## src/rtl/objeto_rect_multi_pkg.sv

```systemverilog
// objeto_rect_multi_pkg
//   Shared definitions for the multi-rectangle screen object: index width,
//   the maximum rectangle count, the blink phase type and the priority
//   helper used by the output stage.
//
//   Rect record field order (MSB..LSB), used by the top-level record type:
//     en, blink, color, y1, y0, x1, x0
package objeto_rect_multi_pkg;

  localparam int NUM_RECT_MAX = 16;
  localparam int IDX_W        = 4;

  typedef enum logic {
    PH_VISIBLE = 1'b0,
    PH_HIDDEN  = 1'b1
  } blink_phase_e;

  // Index of the lowest set bit; 0 when the vector is empty.
  function automatic logic [IDX_W-1:0] lowest_set(input logic [NUM_RECT_MAX-1:0] v);
    logic [IDX_W-1:0] r;
    r = '0;
    for (int i = NUM_RECT_MAX - 1; i >= 0; i--) begin
      if (v[i]) r = IDX_W'(i);
    end
    return r;
  endfunction

endpackage

```

## src/rtl/objeto_rect_multi_if.sv

```systemverilog
// objeto_rect_multi_if
//   Pixel, configuration and result signals of objeto_rect_multi.
//   master : drives coordinates/config, receives colour results
//   slave  : the rectangle object itself
//   Pixel in : x, y, px_valid, frame_tick
//   Config   : cfg_we, cfg_idx, cfg_x0/x1, cfg_y0/y1, cfg_color, cfg_en, cfg_blink
//   Result   : color_out, activo, hit_idx, out_valid
interface objeto_rect_multi_if
  import objeto_rect_multi_pkg::*;
#(
  parameter int X_W     = 8,
  parameter int Y_W     = 7,
  parameter int COLOR_W = 3
);
  logic [X_W-1:0]     x;
  logic [Y_W-1:0]     y;
  logic               px_valid;
  logic               frame_tick;
  logic               cfg_we;
  logic [IDX_W-1:0]   cfg_idx;
  logic [X_W-1:0]     cfg_x0;
  logic [X_W-1:0]     cfg_x1;
  logic [Y_W-1:0]     cfg_y0;
  logic [Y_W-1:0]     cfg_y1;
  logic [COLOR_W-1:0] cfg_color;
  logic               cfg_en;
  logic               cfg_blink;
  logic [COLOR_W-1:0] color_out;
  logic               activo;
  logic [IDX_W-1:0]   hit_idx;
  logic               out_valid;

  modport master (
    output x, y, px_valid, frame_tick,
    output cfg_we, cfg_idx, cfg_x0, cfg_x1, cfg_y0, cfg_y1, cfg_color, cfg_en, cfg_blink,
    input  color_out, activo, hit_idx, out_valid
  );

  modport slave (
    input  x, y, px_valid, frame_tick,
    input  cfg_we, cfg_idx, cfg_x0, cfg_x1, cfg_y0, cfg_y1, cfg_color, cfg_en, cfg_blink,
    output color_out, activo, hit_idx, out_valid
  );
endinterface

```

## src/rtl/objeto_rect_multi_rect_hit_cmp.sv

```systemverilog
// rect_hit_cmp
//   Combinational coverage test for one rectangle: inclusive unsigned bounds
//   check gated by the enable and by the blink flag/phase.
//   Inputs : x, y pixel; x0..x1, y0..y1 bounds; en, blink, phase
//   Output : hit
//   An inverted range (x0>x1 or y0>y1) can never satisfy both compares, so it
//   never hits without any extra logic.
module rect_hit_cmp
  import objeto_rect_multi_pkg::*;
#(
  parameter int X_W = 8,
  parameter int Y_W = 7
) (
  input  logic [X_W-1:0] x,
  input  logic [Y_W-1:0] y,
  input  logic [X_W-1:0] x0,
  input  logic [X_W-1:0] x1,
  input  logic [Y_W-1:0] y0,
  input  logic [Y_W-1:0] y1,
  input  logic           en,
  input  logic           blink,
  input  blink_phase_e   phase,
  output logic           hit
);
  logic in_x;
  logic in_y;
  logic hidden;

  assign in_x   = (x >= x0) && (x <= x1);
  assign in_y   = (y >= y0) && (y <= y1);
  assign hidden = blink && (phase == PH_HIDDEN);
  assign hit    = en && in_x && in_y && !hidden;
endmodule

```

## src/rtl/objeto_rect_multi.sv

```systemverilog
// objeto_rect_multi
//   NUM_RECT configurable rectangles for the VGA pixel path. Config writes
//   land in shadow records and are copied to the active records on
//   frame_tick, so a frame never shows a half-written rectangle. Each pixel
//   goes through two register stages: stage 1 captures the per-rectangle hit
//   vector and colours, stage 2 picks the lowest-index hit.
//   Ports: clk pixel clock; reset async active-low; bus (slave modport) with
//   pixel inputs, config write port and colour/hit results.
module objeto_rect_multi
  import objeto_rect_multi_pkg::*;
#(
  parameter int NUM_RECT     = 4,
  parameter int X_W          = 8,
  parameter int Y_W          = 7,
  parameter int COLOR_W      = 3,
  parameter int BLINK_FRAMES = 30
) (
  input  logic              clk,
  input  logic              reset,
  objeto_rect_multi_if.slave bus
);
  localparam int CNT_W = (BLINK_FRAMES > 1) ? $clog2(BLINK_FRAMES) : 1;

  typedef struct packed {
    logic               en;
    logic               blink;
    logic [COLOR_W-1:0] color;
    logic [Y_W-1:0]     y1;
    logic [Y_W-1:0]     y0;
    logic [X_W-1:0]     x1;
    logic [X_W-1:0]     x0;
  } rect_t;

  rect_t shadow_q [NUM_RECT];
  rect_t shadow_d [NUM_RECT];
  rect_t active_q [NUM_RECT];
  rect_t active_d [NUM_RECT];
  rect_t wr_rec;

  logic [CNT_W-1:0] blink_cnt_q, blink_cnt_d;
  blink_phase_e     phase_q, phase_d;

  logic [NUM_RECT-1:0] hit_vec;
  logic [NUM_RECT-1:0] hit_s1_q, hit_s1_d;
  logic [COLOR_W-1:0]  color_s1_q [NUM_RECT];
  logic [COLOR_W-1:0]  color_s1_d [NUM_RECT];
  logic                vld_s1_q, vld_s1_d;

  logic [IDX_W-1:0]    win_idx;
  logic [COLOR_W-1:0]  color_q, color_d;
  logic                activo_q, activo_d;
  logic [IDX_W-1:0]    hit_idx_q, hit_idx_d;
  logic                vld_s2_q, vld_s2_d;

  // Shadow write and commit. The commit copies shadow_d, not shadow_q, so a
  // write landing in the frame_tick cycle is part of the committed frame.
  // An out-of-range cfg_idx matches no entry and is dropped.
  always_comb begin
    wr_rec.en    = bus.cfg_en;
    wr_rec.blink = bus.cfg_blink;
    wr_rec.color = bus.cfg_color;
    wr_rec.y1    = bus.cfg_y1;
    wr_rec.y0    = bus.cfg_y0;
    wr_rec.x1    = bus.cfg_x1;
    wr_rec.x0    = bus.cfg_x0;
    for (int i = 0; i < NUM_RECT; i++) begin
      shadow_d[i] = shadow_q[i];
      if (bus.cfg_we && (bus.cfg_idx == IDX_W'(i))) shadow_d[i] = wr_rec;
      active_d[i] = bus.frame_tick ? shadow_d[i] : active_q[i];
    end
  end

  // Blink timebase: advances only on frame_tick; the phase flips each time
  // the counter wraps from BLINK_FRAMES-1 back to 0.
  always_comb begin
    blink_cnt_d = blink_cnt_q;
    phase_d     = phase_q;
    if (bus.frame_tick) begin
      if (blink_cnt_q == CNT_W'(BLINK_FRAMES - 1)) begin
        blink_cnt_d = '0;
        phase_d     = blink_phase_e'(~phase_q);
      end else begin
        blink_cnt_d = blink_cnt_q + 1'b1;
      end
    end
  end

  // One comparator per rectangle against the active (committed) records.
  for (genvar gi = 0; gi < NUM_RECT; gi++) begin : g_cmp
    rect_hit_cmp #(
      .X_W (X_W),
      .Y_W (Y_W)
    ) u_cmp (
      .x     (bus.x),
      .y     (bus.y),
      .x0    (active_q[gi].x0),
      .x1    (active_q[gi].x1),
      .y0    (active_q[gi].y0),
      .y1    (active_q[gi].y1),
      .en    (active_q[gi].en),
      .blink (active_q[gi].blink),
      .phase (phase_q),
      .hit   (hit_vec[gi])
    );
  end

  // Stage 1 captures colours alongside the hits so an in-flight pixel is
  // unaffected by a commit happening one cycle later.
  always_comb begin
    hit_s1_d = hit_vec;
    vld_s1_d = bus.px_valid;
    for (int i = 0; i < NUM_RECT; i++) begin
      color_s1_d[i] = active_q[i].color;
    end
  end

  // Stage 2: lowest index wins.
  assign win_idx = lowest_set(NUM_RECT_MAX'(hit_s1_q));

  always_comb begin
    activo_d  = |hit_s1_q;
    hit_idx_d = activo_d ? win_idx : '0;
    vld_s2_d  = vld_s1_q;
    color_d   = '0;
    for (int i = 0; i < NUM_RECT; i++) begin
      if (activo_d && (win_idx == IDX_W'(i))) color_d = color_s1_q[i];
    end
  end

  always_ff @(posedge clk or negedge reset) begin
    if (!reset) begin
      for (int i = 0; i < NUM_RECT; i++) begin
        shadow_q[i]   <= '0;
        active_q[i]   <= '0;
        color_s1_q[i] <= '0;
      end
      blink_cnt_q <= '0;
      phase_q     <= PH_VISIBLE;
      hit_s1_q    <= '0;
      vld_s1_q    <= 1'b0;
      color_q     <= '0;
      activo_q    <= 1'b0;
      hit_idx_q   <= '0;
      vld_s2_q    <= 1'b0;
    end else begin
      for (int i = 0; i < NUM_RECT; i++) begin
        shadow_q[i]   <= shadow_d[i];
        active_q[i]   <= active_d[i];
        color_s1_q[i] <= color_s1_d[i];
      end
      blink_cnt_q <= blink_cnt_d;
      phase_q     <= phase_d;
      hit_s1_q    <= hit_s1_d;
      vld_s1_q    <= vld_s1_d;
      color_q     <= color_d;
      activo_q    <= activo_d;
      hit_idx_q   <= hit_idx_d;
      vld_s2_q    <= vld_s2_d;
    end
  end

  assign bus.color_out = color_q;
  assign bus.activo    = activo_q;
  assign bus.hit_idx   = hit_idx_q;
  assign bus.out_valid = vld_s2_q;

endmodule

```

## src/flat_wrapper.sv

```systemverilog
// flat-port wrapper written by rule: the top's interface ports become plain ports
module objeto_rect_multi_flat import objeto_rect_multi_pkg::*;
#(
  parameter int NUM_RECT     = 4,
  parameter int X_W          = 8,
  parameter int Y_W          = 7,
  parameter int COLOR_W      = 3,
  parameter int BLINK_FRAMES = 30
)
  (clk, reset, bus_x, bus_y, bus_px_valid, bus_frame_tick, bus_cfg_we, bus_cfg_idx, bus_cfg_x0, bus_cfg_x1, bus_cfg_y0, bus_cfg_y1, bus_cfg_color, bus_cfg_en, bus_cfg_blink, bus_color_out, bus_activo, bus_hit_idx, bus_out_valid);
  objeto_rect_multi_if #(.X_W(X_W), .Y_W(Y_W), .COLOR_W(COLOR_W)) bus_i ();
  input  logic clk;
  input  logic reset;
  input wire logic [$bits(bus_i.x)-1:0] bus_x;
  input wire logic [$bits(bus_i.y)-1:0] bus_y;
  input wire logic [$bits(bus_i.px_valid)-1:0] bus_px_valid;
  input wire logic [$bits(bus_i.frame_tick)-1:0] bus_frame_tick;
  input wire logic [$bits(bus_i.cfg_we)-1:0] bus_cfg_we;
  input wire logic [$bits(bus_i.cfg_idx)-1:0] bus_cfg_idx;
  input wire logic [$bits(bus_i.cfg_x0)-1:0] bus_cfg_x0;
  input wire logic [$bits(bus_i.cfg_x1)-1:0] bus_cfg_x1;
  input wire logic [$bits(bus_i.cfg_y0)-1:0] bus_cfg_y0;
  input wire logic [$bits(bus_i.cfg_y1)-1:0] bus_cfg_y1;
  input wire logic [$bits(bus_i.cfg_color)-1:0] bus_cfg_color;
  input wire logic [$bits(bus_i.cfg_en)-1:0] bus_cfg_en;
  input wire logic [$bits(bus_i.cfg_blink)-1:0] bus_cfg_blink;
  output wire logic [$bits(bus_i.color_out)-1:0] bus_color_out;
  output wire logic [$bits(bus_i.activo)-1:0] bus_activo;
  output wire logic [$bits(bus_i.hit_idx)-1:0] bus_hit_idx;
  output wire logic [$bits(bus_i.out_valid)-1:0] bus_out_valid;
  assign bus_i.x = bus_x;
  assign bus_i.y = bus_y;
  assign bus_i.px_valid = bus_px_valid;
  assign bus_i.frame_tick = bus_frame_tick;
  assign bus_i.cfg_we = bus_cfg_we;
  assign bus_i.cfg_idx = bus_cfg_idx;
  assign bus_i.cfg_x0 = bus_cfg_x0;
  assign bus_i.cfg_x1 = bus_cfg_x1;
  assign bus_i.cfg_y0 = bus_cfg_y0;
  assign bus_i.cfg_y1 = bus_cfg_y1;
  assign bus_i.cfg_color = bus_cfg_color;
  assign bus_i.cfg_en = bus_cfg_en;
  assign bus_i.cfg_blink = bus_cfg_blink;
  assign bus_color_out = bus_i.color_out;
  assign bus_activo = bus_i.activo;
  assign bus_hit_idx = bus_i.hit_idx;
  assign bus_out_valid = bus_i.out_valid;
  objeto_rect_multi #(.NUM_RECT(NUM_RECT), .X_W(X_W), .Y_W(Y_W), .COLOR_W(COLOR_W), .BLINK_FRAMES(BLINK_FRAMES)) u_core (.clk(clk), .reset(reset), .bus(bus_i));
endmodule
```

## config.mk

```make
export PLATFORM = sky130hd
export DESIGN_NAME = objeto_rect_multi_flat
export DESIGN_NICKNAME = d
export VERILOG_FILES = /design/src/rtl/objeto_rect_multi_pkg.sv /design/src/rtl/objeto_rect_multi_if.sv /design/src/rtl/objeto_rect_multi_rect_hit_cmp.sv /design/src/rtl/objeto_rect_multi.sv /design/src/flat_wrapper.sv
export SDC_FILE = /design/constraint.sdc
export NUM_CORES = 1
export LEC_CHECK = 0
export BUFFER_PORTS_ARGS = -buffer_cell sky130_fd_sc_hd__clkbuf_2
export CORE_MARGIN = 8
export CORE_UTILIZATION = 55
export CTS_CLUSTER_SIZE = 30
export DETAILED_ROUTE_END_ITERATION = 8
export PLACE_DENSITY_LB_ADDON = 0.2
export SYNTH_ARGS = -nofsm -noshare
export SYNTH_HDL_FRONTEND = slang
export SYNTH_HIERARCHICAL = 1
export SYNTH_SLANG_ARGS = --single-unit
```

## constraint.sdc

```tcl
create_clock -name clk -period 1.8 [get_ports clk]
set_input_delay 0.18 -clock clk [delete_from_list [all_inputs] [get_ports clk]]
set_output_delay 0.18 -clock clk [all_outputs]
set_load 0.01 [all_outputs]
```

# Word-level counts from Yosys, hierarchy flattened
# Cells that the tools add are included.
# op_classes
add_sub_neg,1
n_lt_le_gt_ge,16
eq_ne,7
n_mux,14
bitwise,1
n_reduce_logical,40
# op_table
op,n
two-way mux 35 bit,4
greater-or-equal comparator 8 bit,4
<= comparator 8 bit,4
logical AND 1 bit,32
greater-or-equal comparator 7 bit,4
<= comparator 7 bit,4
two-way mux 3 bit,4
two-way mux 2 bit,5
"== test 4 x 2 -> 1 bit, second input constant",2
zero test 4 bit,2
"adder 5 x 1 -> 5 bit, second input constant",1
"== test 5 bit, second input constant",1
two-way mux 5 bit,1
"== test 2 bit, second input constant",2
"== test 4 x 1 -> 1 bit, second input constant",1
zero test 1 bit,4
OR reduction 4 bit,1
"== test 2 x 1 -> 1 bit, second input constant",1
AND reduction 2 bit,1
inverter 1 bit,1
# totals
register_bits,312
inputBits,59
output_inout_bits,9
elab_cells,147

# Longest topological paths before layout
# Gate-level depths: netlist (run 1).
# logic_depth
depth_word,10
depth_mapped,7
ltp_nobuf,7

# Cells and area by module
# The synthesis (run 1) kept the hierarchy.
# by_module_without_submodules
module,instances,cells_per_inst,area_each_um2
objeto_rect_multi,1,1155,11868.9
rect_hit_cmp (u_core.g_cmp[0].u_cmp ...),3,99,750.7
rect_hit_cmp (u_core.g_cmp[3].u_cmp),1,97,725.7

# Worst setup path before layout (run 1)
# No wires, ideal clock.
# synth_timing
path_kind,flip-flop to flip-flop
from,register u_core/active_q[0] in the netlist's numbering
to,register u_core.hit_s1_q[3]
setup_ns,0.120
arrival_time_ns,1.532
t_required_ns,1.680
slack_ns,0.148
stages_incl_launch_ff,7
n_path_buf,0
synth_period_minus_slack_ns,1.652
cell_sequence,dfrtp_1 > ha_1 > or3b_1 > o2111ai_1 > a21oi_1 > a211o_1 > and4_1
# synth_via
elab_chain_len,5
# synth_rtl
element,line,source
from (decl),objeto_rect_multi.sv:36,rect_t active_q [NUM_RECT];
"from (signal, indexed assignment)",objeto_rect_multi.sv:148,active_q[i] <= active_d[i];
greater-or-equal comparator 8 bit,objeto_rect_multi_rect_hit_cmp.sv:29,assign in_x = (x >= x0) && (x <= x1);
logical AND 1 bit,objeto_rect_multi_rect_hit_cmp.sv:29,
logical AND 1 bit (3 in series),objeto_rect_multi_rect_hit_cmp.sv:32,assign hit = en && in_x && in_y && !hidden;
net u_core.hit_s1_d[3],objeto_rect_multi.sv:44,"logic [NUM_RECT-1:0] hit_s1_q, hit_s1_d;"
to (signal assigned),objeto_rect_multi.sv:153,hit_s1_q <= hit_s1_d;
to (decl),objeto_rect_multi.sv:44,
# The timed path passes the listed nets, and every way through them passes these cells.
# A chain may end at the register's enable or synchronous reset.

# Worst setup path after layout (run 1)
# Ends and elaborated chain as after synthesis.

==> impl_metrics.csv, run 1 <==
group,metric,value,unit
setup_path,worstPathCellList,"ha_4 -> or3b_4 -> o2111ai_2 -> a21oi_1 -> a211o_1 -> and4_1",
yosys,syn_avg_cell_area,9.585,sq um
drt,drc_errors,0,
setup_path,critPathArrivalTime,2140,ps
timing,achievable-frequency,0.5773,GHz
pwr,reported_leakage_power,8.458,nW
yosys,synth-edff-count,0,
timing,finalHoldViolCount,0,
yosys,synth_async_reset_ratio,1.000,
drt,routed-via-count,11950,
yosys,summed_instance_area_of_the_synthesized_netlist,14850,sq um
yosys,yosys.area.top_type_share,0.5225,
cells_and_area,most-common-layout-cells,"dfrtp_1 (310), nor2_1 (152), nand2_1 (151), nand3_1 (145), a31oi_1 (140)",
place,cell_area_after_placement,15710,sq um
drt,antenna_nets_post_route,0,
grt,antenna_found_initial,1,
clocking,cts-root-buf,"clkbuf_16",
clocking,cts.reportedPaths.clkPinSlew,60,ps
cells_and_area,finalNonFillerCells,1996,
floorplan,die_area,32510,sq um
setup_path,critical_path_class,"flop to flop",
setup_path,critical_path.startpoint_type,"flop",
clocking,ctsLongestPathBuffers,3,
grt,grt_first_pass_wirelength,63980,microns
cells_and_area,flow.area_growth_from_synthesis,16.36,%
setup_path,slowest_stage_delay_cp,410,ps
setup_path,timing.critical_path.slowest_stage_cell,"dfrtp_1",
timing,grt_setup_unrepaired,"no",
grt,largest_net_degree_at_the_start_of_global_routing,71,
timing,tns,0,ps
timing,layout_worst_path_cycle_share,0.9623,
setup_path,required_worst_endpoint,2200,ps
clocking,tritoncts_num_sinks,310,
drt,drt-initial-drc-count,968,
status,status,"finished clean",
hold_path,worstHoldPathType,"primary input to flop",
yosys,synthFlopType,"dfrtp_1",
job,timing.max_cap.violations,0,
setup_path,critical_path.startpoint,"u_core/active_q[0]",
yosys,yosys_register_bits,310,
timing,timing.final.max_slew_violations,0,
clocking,htree_levels,2,
clocking,clock_insertion_delay_at_the_later_pin_of_the_skew_report,510,ps
cells_and_area,postLayoutCoreUtil,0.6464,
yosys,synth_area_leader_cell,"dfrtp_1",
grt,grt_util_all_layers,0.2386,
setup_path,reg2reg_from,"u_core/active_q[0]",
floorplan,top_level_ports,68,
floorplan,core-area,26730,sq um
grt,vias_in_the_first_global_route,12340,
place,numPortBuffers,65,
place,pre_cts_ws,11.20,ps
timing,holdWs,28.80,ps
timing,clock_period_minus_worst_slack,1732,ps
floorplan,die_height,180.3,microns
yosys,yosysUniqueCellTypes,48,
clocking,cts_inserted_buffers,35,
setup_path,setup.worst_path.end_class,"flop",
drt,drt_wl_total,38360,microns
floorplan,die_width,180.3,microns
drt,routed_via_density,5.987,
cells_and_area,final_layout_size_suffix_gt1_frac,0.1100,
yosys,synth_sequential_area_ratio,0.5225,
yosys,synth.yosys.warnings,6,
timing,setup_slack,67.80,ps
timing,final_setup_viols,0,
timing,timing.clock.skew,15.86,ps
floorplan,initial_core_util,0.5555,
hold_path,worstHoldStart,"bus_cfg_x0[1]",
cells_and_area,fillCellCount,2208,
clocking,clock_tree_from_tritoncts,"done",
pwr,report.power.total,19.57,mW
drt,routedWlPerCell,19.22,microns
place,placed_cells,1898,
cells_and_area,layout_commonest_cell,"dfrtp_1",
pwr,worst_vdd_rail_ir_drop,0.001021,V
place,routabilityCongestion,0.8813,
floorplan,core.rowCount,60,
pwr,power.density_cell_area,1133,nW/um^2
grt,grt_remaining_overflow,0,
yosys,largest_cells_by_area_after_synthesis,"dfrtp_1 (52%), ha_1 (10%), a31oi_1 (5.9%)",
yosys,postSynthCellCount,1549,
drt,dr.pass1.iters,5,
place,dpl.hpwl,24320,microns
cells_and_area,final_design_instance_area_without_fill,17280,sq um
setup_path,worstPathMaxFanout,2,
cells_and_area,final_nets,1812,
==> report_power, final <==
part,internal [mW],switching (mW)
sequential,8.19,0.546
combinational,1.49,2.18
clock,4.34,2.82
total,14.0,5.55
==> layer usage <==
metal | share of wire | wire [microns] | GRT usage | up-vias
met3 | 0.060 | 2287 | 0.04073 | 77
met5 | 0 | 0 | 0 | -
met1 | 0.45 | 17120 | 0.3205 | 5853
met4 | 0.030 | 1165 | 0.08499 | 0
met2 | 0.46 | 17780 | 0.3856 | 397
li1 | - | - | - | 5624
==> synthesized netlist by cell type (15+ instances only) <==
cell type  instances
nand2_1          152
dfrtp_1          310
nand4_1           15
a31oi_1          140
ha_1             122
buf_2             21
o21ai_1          130
nor2_1           152
inv_1            115
nand3_1          145
a21oi_1           37
clkbuf_1          62
o21ai_0           34
==> final cells by class <==
class                   instances  area, sq um  area share
clock inverters                15        163.9    0.009488
multi-input cells            1029         6262      0.3625
diodes                          1        2.502   0.0001449
inverters                     115        431.7     0.02499
flip-flops and latches        310         7757      0.4490
clock buffers                  45        996.0     0.05765
well taps                     341        426.7     0.02470
repair buffers                140         1235     0.07149
==> sequential cells by signal, summed over array words and instances (netlist names) <==
register              cells
u_core/active_q         140
u_core/blink_cnt_q        5
u_core/bus.activo         1
u_core/bus.color_out      3
u_core/bus.hit_idx        2
u_core/bus.out_valid      1
u_core/color_s1_q        12
u_core/hit_s1_q           4
u_core/phase_q            1
u_core/shadow_q         140
u_core/vld_s1_q           1
==> worst max-delay path, delay by kind of cell, from the launching register on <==
family,cells,cell delay [ps]
compound gates,3,440
flops,1,410
simple gates,2,550
fa+ha+maj,1,230
==> logic make-up after synthesis <==
| kind of cell | share of synthesized area |
|---|---|
| flops | 0.5225 |
| compound gates | 0.1580 |
| simple gates | 0.1546 |
| xor+xnor | 0.0005900 |
| mux | 0.001348 |
| other cells | 0.0002526 |
| buf+inv | 0.05983 |
| fa+ha+maj | 0.1028 |
==> final timing paths <==
check                                  endpoint  slack (ps)  cells after the start
max                          u_core/hit_s1_q[3]          70                      6
min                         u_core/shadow_q[71]          30                      3
max reg2reg                  u_core/hit_s1_q[3]          70                      6
min reg2reg                u_core/bus.out_valid         350                      0
max in group asynchronous   u_core/shadow_q[45]        1000                      3
min in group asynchronous   u_core/shadow_q[73]         140                      2
==> timing repair <==
| action | CTS | global route |
|---|---|---|
| hold endpoints to repair | 517 | 0 |
| gates resized for setup | 0 | 5 |
| buffers inserted | 0 | 1 |
| hold buffers | 36 | 0 |
| setup endpoints to repair | 0 | 2 |
Note: power is estimated with default switching activity, not from simulation.
==> inputs of run 2 (changes only) <==
==> constraint.sdc (replaced) <==
create_clock -name clk -period 2 [get_ports clk]
set_input_delay 0.5 -clock clk [delete_from_list [all_inputs] [get_ports clk]]
set_output_delay 0.5 -clock clk [all_outputs]
set_load 0.01 [all_outputs]
==> run 2 against run 1 <==
  * Final cell count decreased by 2.1%
  * Design area decreased by 3.1%
  * Non-clock buffer count is 33 lower
  * Utilization fell by 2.0 points
  * Largest power group unchanged
  * Highest routed layer unchanged
==> impl_metrics.csv, run 2 (synthesized netlist as in run 1, its figures left out) <==
group,metric,value,unit
cells_and_area,ff_latch_area,7757,sq um
floorplan,initial_core_util,0.5555,
clocking,cts-root-buf,"clkbuf_16",
cells_and_area,layout_commonest_cell,"dfrtp_1",
job,timing.max_cap.violations,0,
timing,setup_slack,197.4,ps
timing,tns,0,ps
drt,drc_errors,0,
pwr,combinationalPowerShare,0.193,
grt,largest_net_degree_at_the_start_of_global_routing,71,
timing,achievable-frequency,0.5548,GHz
cells_and_area,fillCellCount,2234,
place,numPortBuffers,65,
floorplan,die_width,180.3,microns
timing,finalHoldViolCount,0,
grt,grt_util_all_layers,0.2278,
clocking,clock_insertion_delay_at_the_later_pin_of_the_skew_report,560,ps
drt,dr.pass1.iters,6,
grt,antenna_found_initial,0,
place,placed_cells,1901,
clocking,postCtsSetupBuffers,0,
floorplan,core-area,26730,sq um
clocking,clock_tree_from_tritoncts,"done",
place,dpl.hpwl,23410,microns
clocking,ctsLongestPathBuffers,3,
setup_path,setup.worst_path.end_class,"flop",
timing,timing.clock.skew,12.95,ps
clocking,cts.reportedPaths.clkPinSlew,70,ps
clocking,tritoncts_num_sinks,310,
floorplan,die_area,32510,sq um
place,pre_cts_ws,-19.84,ps
status,status,"finished clean",
clocking,cts-resized-gates,0,
hold_path,worstHoldPathType,"primary input to flop",
pwr,reported_leakage_power,8.248,nW
drt,routed-via-count,11730,
pwr,power.density_cell_area,998.1,nW/um^2
drt,drt-initial-drc-count,1054,
timing,final_setup_viols,0,
floorplan,top_level_ports,68,
pwr,clockPowerShare,0.337,
pwr,worst_vdd_rail_ir_drop,0.0005582,V
cells_and_area,count_of_inserted_antenna_diode_cells,0,
cells_and_area,final_layout_size_suffix_gt1_frac,0.1059,
grt,grt_remaining_overflow,0,
cells_and_area,most-common-layout-cells,"dfrtp_1 (310), nor2_1 (152), nand2_1 (151), nand3_1 (145), a31oi_1 (140)",
cells_and_area,finalNonFillerCells,1955,
place,routabilityCongestion,0.8476,
pwr,sequential_power_share,0.470,
drt,antenna_nets_post_route,0,
timing,layout_worst_path_cycle_share,0.9013,
pwr,report.power.total,16.71,mW
floorplan,core.rowCount,60,
drt,drt_wl_total,37420,microns
grt,vias_in_the_first_global_route,11610,
timing,timing.max_slew.rel_slack,0.5749,
clocking,cts_inserted_buffers,30,
cells_and_area,multiInputGateArea,6228,sq um
setup_path,critical_path_class,"flop to flop",
clocking,cts-hold-fix-buffers,1,
cells_and_area,final_nets,1774,
grt,grt_first_pass_wirelength,61270,microns
drt,routedWlPerCell,19.14,microns
cells_and_area,flow.area_growth_from_synthesis,12.78,%
pwr,power_switching_share,0.2884,
cells_and_area,postLayoutCoreUtil,0.6265,
timing,grt_setup_unrepaired,"no",
setup_path,critPathArrivalTime,2250,ps
setup_path,required_worst_endpoint,2450,ps
drt,routed_via_density,5.998,
pwr,p_int,11.89,mW
cells_and_area,largest_registers,"u_core/active_q: 140 flops, u_core/shadow_q: 140 flops, u_core/color_s1_q: 12 flops",
setup_path,critical_path.startpoint_type,"flop",
clocking,htree_levels,1,
setup_path,worstPathMaxFanout,2,
floorplan,die_height,180.3,microns
timing,clock_period_minus_worst_slack,1803,ps
timing,timing.final.max_slew_violations,0,
pwr,net-switching-power,4.820,mW
timing,worst_pin_slew,628.7,ps
-- run 2: changes by cell type in the layout (fill, tap and decap cells not counted), moves of 2 or more --
cell | before | now
buf_12 | 19 | 21
clkinvlp_4 | 4 | 0
ha_4 | 2 | 0
clkbuf_16 | 37 | 30
ha_1 | 120 | 122
clkbuf_1 | 4 | 6
dlygate4sd3_1 | 36 | 1
clkbuf_8 | 5 | 7
-- run 2: area by class of cell --
cell class / count / area share
well taps: 341 / 0.02548
clock buffers: 42 / 0.05111
clock inverters: 11 / 0.007173
flip-flops and latches: 310 / 0.4633
repair buffers: 107 / 0.05522
multi-input cells: 1029 / 0.3720
inverters: 115 / 0.02578
-- run 2: power groups by stage --
stage          registers [mW]  clock network [mW]  logic, mW
2_1_floorplan            7.79                   0       2.16
3_3_place_gp             7.90                   0       3.08
3_5_place_dp             7.95                   0       3.21
4_1_cts                  7.85                5.73       3.24
5_1_grt                  7.96                5.95       3.67
6_report                 7.85                5.63       3.23
-- run 2: path summary, 6_finish.rpt --
kind | start | to | slack, ps | cells after the start
setup / recovery | u_core/active_q[0] | u_core/hit_s1_q[3] | 200 | 6
hold / removal | bus_px_valid | u_core/vld_s1_q | 50 | 1
setup reg to reg | u_core/active_q[0] | u_core/hit_s1_q[3] | 200 | 6
hold reg to reg | u_core/vld_s1_q | u_core/bus.out_valid | 350 | 0
max in group asynchronous | reset | u_core/active_q[136] | 880 | 3
min in group asynchronous | reset | u_core/active_q[3] | 450 | 2
-- run 2: per-layer routing --
layer  wire (microns)  track usage  vias up
met5                0            0        -
met4              605      0.05060        0
met3             2046      0.02742       41
met2            17530       0.3716      325
met1            17240       0.3226     5819
li1                 -            -     5541
-- run 2: critical path: stages (launching register included) --
cell and delay [ps]:
dfrtp_1 430, ha_1 290, or3b_1 340, o2111ai_1 100, a21oi_1 100, a211o_1 270
and4_1 170
-- run 2: through the flow --
stage,area [sq um],hold slack (ps)
final,16740,45.86
after global routing,16740,34.63
after CTS,16740,20.99
after detailed placement,15760,342.0
after global placement,15760,333.8
after floorplan,14850,204.4
